**src/rtl/fetch_unit.sv**
```systemverilog
// Instruction fetch unit: 2-entry {instr, pc_plus2} buffer with halt pre-decode and redirect flush.
// Optional FETCH_ALIGN_ERR_EN: a misaligned redirect sets a sticky err and parks in an ERROR state.
module fetch_unit (
  input  logic        clk,
  input  logic        rst_n,
  output logic        imem_req,
  output logic [15:0] imem_addr,
  input  logic        imem_ready,
  input  logic [15:0] imem_data,
  input  logic        redirect,
  input  logic [15:0] redirect_pc,
  input  logic        stall,
  output logic        if_valid,
  output logic [15:0] if_instr,
  output logic [15:0] if_pc_plus2,
  output logic        err
);

`ifdef FETCH_ALIGN_ERR_EN
  typedef enum logic [1:0] {StFetch, StHalted, StError} state_e;
`else
  typedef enum logic [1:0] {StFetch, StHalted} state_e;
`endif

  state_e      state_q;
  logic [15:0] pc_q;
  logic [1:0]  count_q;
  logic        rd_q;
  logic        wr_q;
  logic [15:0] instr_q [2];
  logic [15:0] pcp2_q  [2];

  logic        transfer;
  logic        push;
  logic        pop;
  logic [15:0] pc_plus2;
  logic [15:0] target_pc;
  logic        misaligned;

  // Gating with rst_n makes the request drop as soon as reset asserts.
  assign imem_req    = rst_n && (state_q == StFetch) && (count_q < 2'd2);
  assign imem_addr   = pc_q;
  assign transfer    = imem_req && imem_ready;
  assign push        = transfer && !redirect;
  assign if_valid    = (count_q != 2'd0);
  assign pop         = if_valid && !stall;
  assign if_instr    = instr_q[rd_q];
  assign if_pc_plus2 = pcp2_q[rd_q];
  assign pc_plus2    = pc_q + 16'd2;

`ifdef FETCH_ALIGN_ERR_EN
  logic err_q;
  assign target_pc  = redirect_pc;
  assign misaligned = redirect_pc[0];
  assign err        = err_q;

  always_ff @(posedge clk or negedge rst_n) begin
    if (!rst_n) begin
      err_q <= 1'b0;
    end else if (redirect && misaligned) begin
      err_q <= 1'b1;
    end
  end
`else
  assign target_pc  = redirect_pc & 16'hFFFE;
  assign misaligned = 1'b0;
  assign err        = 1'b0;
`endif

  always_ff @(posedge clk or negedge rst_n) begin
    if (!rst_n) begin
      state_q    <= StFetch;
      pc_q       <= 16'h0000;
      count_q    <= 2'd0;
      rd_q       <= 1'b0;
      wr_q       <= 1'b0;
      instr_q[0] <= 16'h0000;
      instr_q[1] <= 16'h0000;
      pcp2_q[0]  <= 16'h0000;
      pcp2_q[1]  <= 16'h0000;
    end else if (redirect) begin
      count_q <= 2'd0;
      rd_q    <= 1'b0;
      wr_q    <= 1'b0;
      pc_q    <= target_pc;
`ifdef FETCH_ALIGN_ERR_EN
      if (misaligned || state_q == StError) begin
        state_q <= StError;
      end else begin
        state_q <= StFetch;
      end
`else
      state_q <= StFetch;
`endif
    end else begin
      if (push) begin
        instr_q[wr_q] <= imem_data;
        pcp2_q[wr_q]  <= pc_plus2;
        wr_q          <= ~wr_q;
        pc_q          <= pc_plus2;
        // Stop fetching past a HALT; it is still delivered from the buffer.
        if (imem_data[15:11] == 5'b00000) begin
          state_q <= StHalted;
        end
      end
      if (pop) begin
        rd_q <= ~rd_q;
      end
      count_q <= count_q + {1'b0, push} - {1'b0, pop};
    end
  end

endmodule

```
**config.mk**
```make
export PLATFORM = sky130hd
export DESIGN_NAME = fetch_unit
export DESIGN_NICKNAME = d
export VERILOG_FILES = /design/src/rtl/fetch_unit.sv
export SDC_FILE = /design/constraint.sdc
export NUM_CORES = 1
export LEC_CHECK = 0
export ABC_AREA = 1
export CORE_ASPECT_RATIO = 0.6
export CORE_MARGIN = 4
export CORE_UTILIZATION = 55
export CTS_CLUSTER_DIAMETER = 40
export CTS_CLUSTER_SIZE = 10
export DETAILED_ROUTE_END_ITERATION = 7
export GPL_TIMING_DRIVEN = 0
export PLACE_DENSITY = 0.86
export SLEW_MARGIN = 10
export SYNTH_ARGS = -nofsm -noshare
export SYNTH_HDL_FRONTEND = slang
export SYNTH_SLANG_ARGS = --single-unit
```
**constraint.sdc**
```tcl
create_clock -name clk -period 4.58 [get_ports clk]
set_input_delay 0.916 -clock clk [delete_from_list [all_inputs] [get_ports clk]]
set_output_delay 0.916 -clock clk [all_outputs]
set_load 0.1 [all_outputs]
```
## Yosys cells after proc, flatten, opt, wreduce, memory -nomap -nowiden

Index checks and enable logic that the tools add are counted.
Widths: inputs -> output; s select.

| storage, ports and cells | value |
|---|---|
| input bits | 37 |
| output and inout port bits | 51 |
| flip-flop bits (word level) | 86 |
| word-level logic and storage cells | 57 |

| operators by class | value |
|---|---|
| $add $sub $neg | 3 |
| bitwise gates (word level) | 5 |
| multiplexer cells | 20 |
| reduce and logical (&&, ||, !) cells | 16 |
| magnitude comparators | 4 |

Operators by type and width:

| kind | number |
|---|---|
| $mux 16 | 9 |
| $bwmux 32 | 2 |
| $add 16x2->16 const B | 1 |
| $demux 16 s1 | 1 |
| $mux 2 | 4 |
| $reduce_bool 2->1 | 4 |
| $logic_and 1x1->1 | 6 |
| $logic_not 5->1 | 1 |
| $ge 2x2->1 const B | 2 |
| $mux 1 | 4 |
| $not 1->2 | 2 |
| $reduce_and 2->1 | 2 |
| $not 1->1 | 3 |
| $add 2x1->2 | 1 |
| $logic_not 1->1 | 2 |
| $logic_not 2->1 | 1 |
| $lt 2x1->1 const B | 1 |
| $lt 2x2->1 const B | 1 |
| $sub 2x1->2 | 1 |

## Logic depth before layout (Yosys ltp)

Gate-level depths: netlist (run 1).

| depth | value |
|---|---|
| depth after elaboration | 8 |
| gate-level depth with buffers | 9 |
| mapped depth without buffers | 9 |

## Least setup slack after synthesis (run 1)

OpenSTA, ideal clock, no wires.

| timing path | value |
|---|---|
| path kind | register to output |
| from | reg rd_q |
| to | out if_pc_plus2[3] |
| required time | 3.664 ns |
| data arrival time | 2.683 ns |
| path slack | 0.981 ns |
| path buffers | 1 |
| stages on the path, launching flop included | 3 |
| cells stage by stage | dfrtp_1 clkbuf_1 o21ai_0 |

| between the ends | value |
|---|---|
| longest elaborated chain between the ends | 4 |

Ends and longest elaborated chain:

| what | line | source |
|---|---|---|
| from (decl) | 28 | `logic rd_q;` |
| from (signal assigned) | 107 | `rd_q <= ~rd_q;` |
| $not 1->2 (implied by the code) | 48 | `assign if_pc_plus2 = pcp2_q[rd_q];` |
| $mux 16 (implied by the code) (3 in a row) | 48 |  |
| to (decl) | 15 | `output logic [15:0] if_pc_plus2,` |

Every way passes these cells. The select of a mux whose other input is x is not followed.

## Final worst setup path (run 1)

| timing path | value |
|---|---|
| from | reg rd_q |
| to | out if_pc_plus2[13] |

Same word-level chain as after synthesis.

==> metrics.md, run 1 <==
| Metric | Value |
|---|---|
| Status | finished clean |
| Sw Ratio | between 50% and 60% |
| Clk Latency, worst-skew pair | about 0.34 ns |
| Share of cells above drive strength 1 | under 10% |
| Vias per cell | about 5.3 |
| Final Power | roughly 4.3 mW |
| Fmax | 0.259 GHz |
| Vias in the first global route | roughly 3,800 |
| Global Route Usage Sum | a little over a quarter |
| Sequential area share after synthesis | about 51% |
| Initial DRC Count | ~400 |
| Clock Skews | 0.00781 ns |
| Clock Sinks | between 80 and 90 |
| Count of standard-cell rows | 23 |
| First-pass GRT wire length | around 18,000 µm |
| Sequential power share | a little over a quarter |
| Number of antenna diodes | 0 |
| Worst EP arrival | roughly 2.9 ns |
| Depth of the CTS H-tree | 3 |
| Number of CTS-inserted buffers | 9 |
| CP max FO | 10 |
| Cell count after synthesis | 531 |
| Fin cells | around 700 |
| Die Area | between 8000 and 9000 µm² |
| Total grt overflow | 0 |
| Wire per inst | around 15 µm |
| Hold Crit Class | in -> async |
| Initial Util | ~60% |
| PD cells | between 800 and 900 nW/µm² |
| HPWL Detailed | between 7000 and 8000 µm |
| Worst-case clock buffer depth | 2 |
| Mapped cell area | 4030 µm² |
| TritonCTS clock tree | yes |
| Actual slew at the worst max-slew pin | ~1 ns |
| Fill count | between 500 and 600 |
| Layout overhead on the synthesized area | 30.9% |
| Setup Buffers After CTS | 0 |
| Final Hold Fails | 0 |
| Remaining antenna violation count | 0 |
| Worst EP required | roughly 3.7 ns |
| Internal cell power | just under 2 mW |
| Reg clk slew, reported paths | ~0.060 ns |
| Net Sw Power | 2.31 mW |
| Clk root buf | clkbuf_16 |
| Chip height | 74.3 µm |
| Final period utilization | roughly 84% |
| Max-cap violation count | 0 |
| Combinational share of power | between 50% and 60% |
| Final WS setup | approximately 0.72 ns |
| # DRC | 0 |
| Yosys warning total | 0 |
| Final Critical Period | between 3 and 4 ns |
| Total number of vias | 3,817 |
| PortBufs | 82 |
| CP Launch Type | flop |
| Final wirelength | roughly 11,000 µm |
| Placed cell count | 703 |
| Initial antenna violation count | 0 |
| Avg Inst Size Synth | around 7.6 µm² |
| Pre-antenna DRT Iters | 6 |
| Placed Area | 4990 µm² |
| Hold_ws | about 0.47 ns |
| Static Leak | 2.71 nW |
| Pins Over Slew Limit | 0 |
| I/O pin count | 88 |
| Core box area | approximately 6900 µm² |
| Nets | roughly 670 |
| Synth Register Bits | just over 80 |
| RePlAce Congestion | 0.870 |
| Setup repair after global routing missed its margin | false |
| Chip width | between 100 and 150 µm |
| Maximum VDD drop | just under 0.6 mV |
| Worst Setup End Kind | output pin |
| # setup viols final | 0 |
| DP Worst Slack | 0.947 ns |
| Cts hold-fix bufs | 0 |
| Post-CTS sizing | 0 |
| Largest net degree at the start of global routing | 66 |
| Clock Power Share | approximately 16% |
| Design area | between 5000 and 6000 µm² |
| CP Class | reg -> out |
| Count of unique library cells instantiated by Yosys | 26 |
| Relative slew slack | roughly 34% |
## logic make-up (layout without fill, tap and decap cells)
group           count (synthesis)  after routing  share of synthesized area, %
simple gates                  292            292                          29.2
flops                          82             82                          50.9
buf+inv                        82            181                          8.91
compound gates                 62             62                          7.98
xor+xnor                        9              9                          1.96
fa+ha+maj                       3              3                         0.931
other cells                     1              3                        0.0930
## stage by stage
stage,utilization (%),setup TNS [ns]
after floorplan,-,0
after global placement,72.2,-112.62
after CTS,76.7,0
after global routing,76.7,0
final,76.7,0
after detailed placement,72.6,0
## power by group through the flow
stage          Sequential (mW)  Clock, mW  Combinational (mW)
6_report                  1.16      0.689                2.41
5_1_grt                   1.19      0.727                2.53
4_1_cts                   1.15      0.693                2.42
3_5_place_dp              1.16          0                2.40
3_3_place_gp              1.14          0                2.37
2_1_floorplan             1.27          0                1.71
## sequential cells by signal, summed over array words and instances, names as in the netlist
register	cells
instr_q	32
pcp2_q	30
imem_addr	15
count_q	2
rd_q	1
state_q	1
wr_q	1
## cell usage in the layout, fill, tap and decap left out, types with 4 or more instances in the layout
cell	instances
dfrtp_1	82
clkdlybuf4s50_1	81
nand2_1	249
buf_4	4
nand3_1	20
xor2_1	7
nand4_1	5
o21ai_1	27
clkbuf_1	12
clkbuf_16	9
buf_2	7
buf_6	4
inv_1	53
nor2_1	12
o21ai_0	28
## worst max-delay path, cell delays in order (launching register included)
cell             delay [ns]
dfrtp_1                0.37
clkbuf_1               0.35
clkbuf_1               0.52
nand2_1                0.10
nand2_1                0.12
clkdlybuf4s50_1        1.14
## worst paths after layout
check                                  startpoint                      end  slack (ns)  cells after the start
max in group asynchronous                   rst_n   pcp2_q[10]$_DFFE_PN0P_        3.50                      2
max                              rd_q$_DFFE_PN0P_          if_pc_plus2[13]        0.72                      5
min reg2reg                 pcp2_q[4]$_DFFE_PN0P_    pcp2_q[4]$_DFFE_PN0P_        0.48                      2
max reg2reg                state_q[0]$_DFFE_PN0P_  instr_q[22]$_DFFE_PN0P_        2.87                      7
min in group clk            pcp2_q[4]$_DFFE_PN0P_    pcp2_q[4]$_DFFE_PN0P_        0.48                      2
min                                         rst_n     count_q[0]$_DFF_PN0_        0.47                      1
## cell type report
type	count	area, µm²	share of cell area (%)
flip-flops and latches	82	2050	38.9
multi-input cells	369	1630	30.8
repair buffers	83	846	16.0
clock buffers	14	274	5.19
inverters	58	219	4.15
plain buffers	24	140	2.66
well taps	87	109	2.06
clock inverters	2	10.0	0.190
## per-layer routing
layer  vias to the layer above  GRT usage [%]  wire (µm)
li1                       1817              -          -
met1                      1801           35.9       4950
met2                       182           43.3       5100
met3                        17           7.52        924
met4                         0           7.70        153
met5                         -              0          0
## cell usage after synthesis
library cell / instances / share of area [%]
nand3_1: 20 / 2.5
clkbuf_1: 10 / 0.93
clkinv_1: 1 / 0.093
nand4_4: 1 / 0.53
buf_2: 7 / 0.87
o21ai_2: 1 / 0.22
conb_1: 1 / 0.093
nor3_1: 1 / 0.12
nand4_1: 5 / 0.78
nand2_1: 249 / 23
buf_4: 3 / 0.56
dfrtp_1: 82 / 51
clkinv_2: 1 / 0.12
ha_1: 3 / 0.93
o211ai_1: 3 / 0.56
nand3b_1: 1 / 0.19
nor2_1: 12 / 1.1
nor2_4: 3 / 0.84
buf_6: 4 / 1.1
o21ai_0: 28 / 3.5
xnor2_1: 2 / 0.43
inv_2: 3 / 0.28
o21ai_1: 27 / 3.4
inv_1: 53 / 4.9
a21oi_1: 3 / 0.37
xor2_1: 7 / 1.5
No activity file was read; power rests on OpenSTA's default activity.
==> run 2, diff against run 1 <==
Settings changed: CORE_UTILIZATION 55 to 46, PLACE_DENSITY 0.86 to 0.77.
Clock period 4.58 ns to 3.25 ns, I/O delays scaled along.
==> run 2 against run 1 <==
Compared with the run above: clock skew fell by 0.0014 ns; worst setup slack got worse by 0.56 ns; sequential share of layout area rose by 0.67 points; sequential power rose by 40%; wire length fell by 1.4%; non-clock buffer count did not move; total power rose by 36%; utilization fell by 16 points; worst hold slack got worse by 0.18 ns.
==> metrics.md, run 2 (synthesis results as in run 1) <==
| Metric | Value |
|---|---|
| # setup viols final | 0 (unchanged) |
| Clock Sinks | 82 (unchanged) |
| Clock Skews | 0.00638 ns (was 0.00781 ns) |
| Fmax | 0.324 GHz |
| CP Class | reg -> out (unchanged) |
| Maximum VDD drop | 0.825 mV (was 0.595 mV) |
| Top reg by flops | instr_q (unchanged) |
| Depth of the CTS H-tree | 3 (unchanged) |
| Clk root buf | clkbuf_16 (unchanged) |
| Max reg flops | 32 (unchanged) |
| Hold Crit Class | in -> async (unchanged) |
| Remaining antenna violation count | 0 (unchanged) |
| Number of CTS-inserted buffers | 9 (unchanged) |
| Vias in the first global route | 3,666 (was 3,751) |
| Final period utilization | about 95% |
| RePlAce Congestion | 0.850 (was 0.870) |
| Worst Setup End Kind | output pin (unchanged) |
| Clk Latency, worst-skew pair | 0.34 ns (about the same) |
| Static Leak | 2.77 nW (was 2.71 nW) |
| Initial Util | 47.3% (was 58.6%) |
| Worst EP arrival | 2.44 ns (was 2.94 ns) |
| Relative slew slack | 32.9% (was 33.5%) |
| Worst-case clock buffer depth | 2 (unchanged) |
| Final wirelength | 11,000 µm (was 11,100 µm) |
| Setup Buffers After CTS | 0 (unchanged) |
| First-pass GRT wire length | 18,200 µm (was 18,100 µm) |
| I/O pin count | 88 (unchanged) |
| Reg clk slew, reported paths | 0.06 ns (about the same) |
| TNS Setup | 0 ns (unchanged) |
| DP Worst Slack | -0.0443 ns (was 0.947 ns) |
| Final Critical Period | between 3 and 4 ns |
| Vias per cell | 5.01 (was 5.31) |
| Max-cap violation count | 0 (unchanged) |
| Pins Over Slew Limit | 0 (unchanged) |
| Die Area | 10,400 µm² (was 8810 µm²) |
| Share of cells above drive strength 1 | 9.21% (was 6.17%) |
| Number of antenna diodes | 0 (unchanged) |
| Initial antenna violation count | 0 (unchanged) |
| Fin cells | 742 (was 719) |
| Layout overhead on the synthesized area | 28.7% (was 30.9%) |
| Total number of vias | 3,721 (was 3,817) |
| Total grt overflow | 0 (unchanged) |
| CP Launch Type | flop (unchanged) |
| Chip height | 80.5 µm (was 74.3 µm) |
| Status | finished clean (unchanged) |
| PD cells | 1110 nW/µm² (was 807 nW/µm²) |
| Final WS setup | 0.161 ns (was 0.724 ns) |
| Nets | 667 (unchanged) |
| Placed cell count | 728 (was 703) |
| TritonCTS clock tree | yes (unchanged) |
| Most common cell after layout, fill and taps aside | nand2_1 (unchanged) |
| Global Route Usage Sum | 22.6% (was 26.7%) |
| Count of standard-cell rows | 26 (was 23) |
| Actual slew at the worst max-slew pin | 1.00 ns (was 0.994 ns) |
| PortBufs | 82 (unchanged) |
| Largest net degree at the start of global routing | 46 (was 66) |
| Commonest cells after routing, fill and taps aside | nand2_1 (249), dfrtp_1 (82), clkdlybuf4s50_1 (56) (was nand2_1 (249), dfrtp_1 (82), clkdlybuf4s50_1 (81)) |
| HPWL Detailed | 7940 µm (was 7930 µm) |
| Initial DRC Count | 447 (was 396) |
| Fill count | 755 (was 525) |
| Worst EP required | 2.60 ns (was 3.66 ns) |
| Pre-antenna DRT Iters | 5 (was 6) |
| Final Hold Fails | 0 (unchanged) |
| # DRC | 0 (unchanged) |
| CP max FO | 10 (unchanged) |
| Core box area | 8520 µm² (was 6880 µm²) |
| Wire per inst | 14.8 µm (was 15.5 µm) |
| Chip width | 129 µm (was 119 µm) |
| Setup repair after global routing missed its margin | false (unchanged) |
run 2: path summary, 6_finish.rpt:
path,start,to,slack (ns),cells past startpoint
hold / removal,rst_n,instr_q[20]$_DFFE_PN0P_,0.29,1
setup / recovery,rd_q$_DFFE_PN0P_,if_instr[1],0.16,4
hold reg to reg,pcp2_q[8]$_DFFE_PN0P_,pcp2_q[8]$_DFFE_PN0P_,0.48,2
min in group clk,pcp2_q[8]$_DFFE_PN0P_,pcp2_q[8]$_DFFE_PN0P_,0.48,2
setup reg to reg,imem_addr[1]$_DFFE_PN0P_,pcp2_q[9]$_DFFE_PN0P_,1.54,7
max in group asynchronous,rst_n,instr_q[10]$_DFFE_PN0P_,2.35,2
run 2: worst max-delay path, stage by stage, from the launching register on:
cell and delay (ns):
dfrtp_1 0.37, clkbuf_1 0.41, nand2_1 0.10, nand2_1 0.10
clkdlybuf4s50_1 1.13
run 2: final cells by class:
cell class	instances	area (µm²)	share of cell area [%]
Sequential cell	82	2050	39.5
Timing Repair Buffer	83	751	14.5
Clock inverter	4	20.0	0.386
Multi-Input combinational cell	369	1630	31.4
Tap cell	112	140	2.70
Clock buffer	10	239	4.61
Buffer	24	140	2.70
Inverter	58	219	4.22
run 2: report_power, final:
group          switching, mW  internal (mW)
clock network          0.383          0.523
registers              0.226           1.40
logic                   2.63          0.626
total                   3.23           2.55
run 2: through the flow:
stage	power (mW)	area [µm²]	utilization (%)	hold WS, ns
6_report	5.78	5190	60.9	0.289
5_1_grt	6.09	5190	60.9	0.322
4_1_cts	5.85	5250	61.6	0.299
3_5_place_dp	5.02	5020	58.9	0.458
3_3_place_gp	4.96	5000	58.7	0.456
2_1_floorplan	4.19	4040	-	0.354
run 2: timing repair:
item                                    CTS  global route
pin swaps                                 0             0
hold buffers                              0             0
resized for setup                        23            40
endpoints found under the setup margin   21            23
run 2: per-layer routing:
metal	part of all wire [%]	track usage [%]	vias up
met3	7.1	5.85	17
met1	45	31.1	1747
li1	-	-	1820
met2	46	35.4	137
met5	0	0	-
met4	1.4	6.18	0
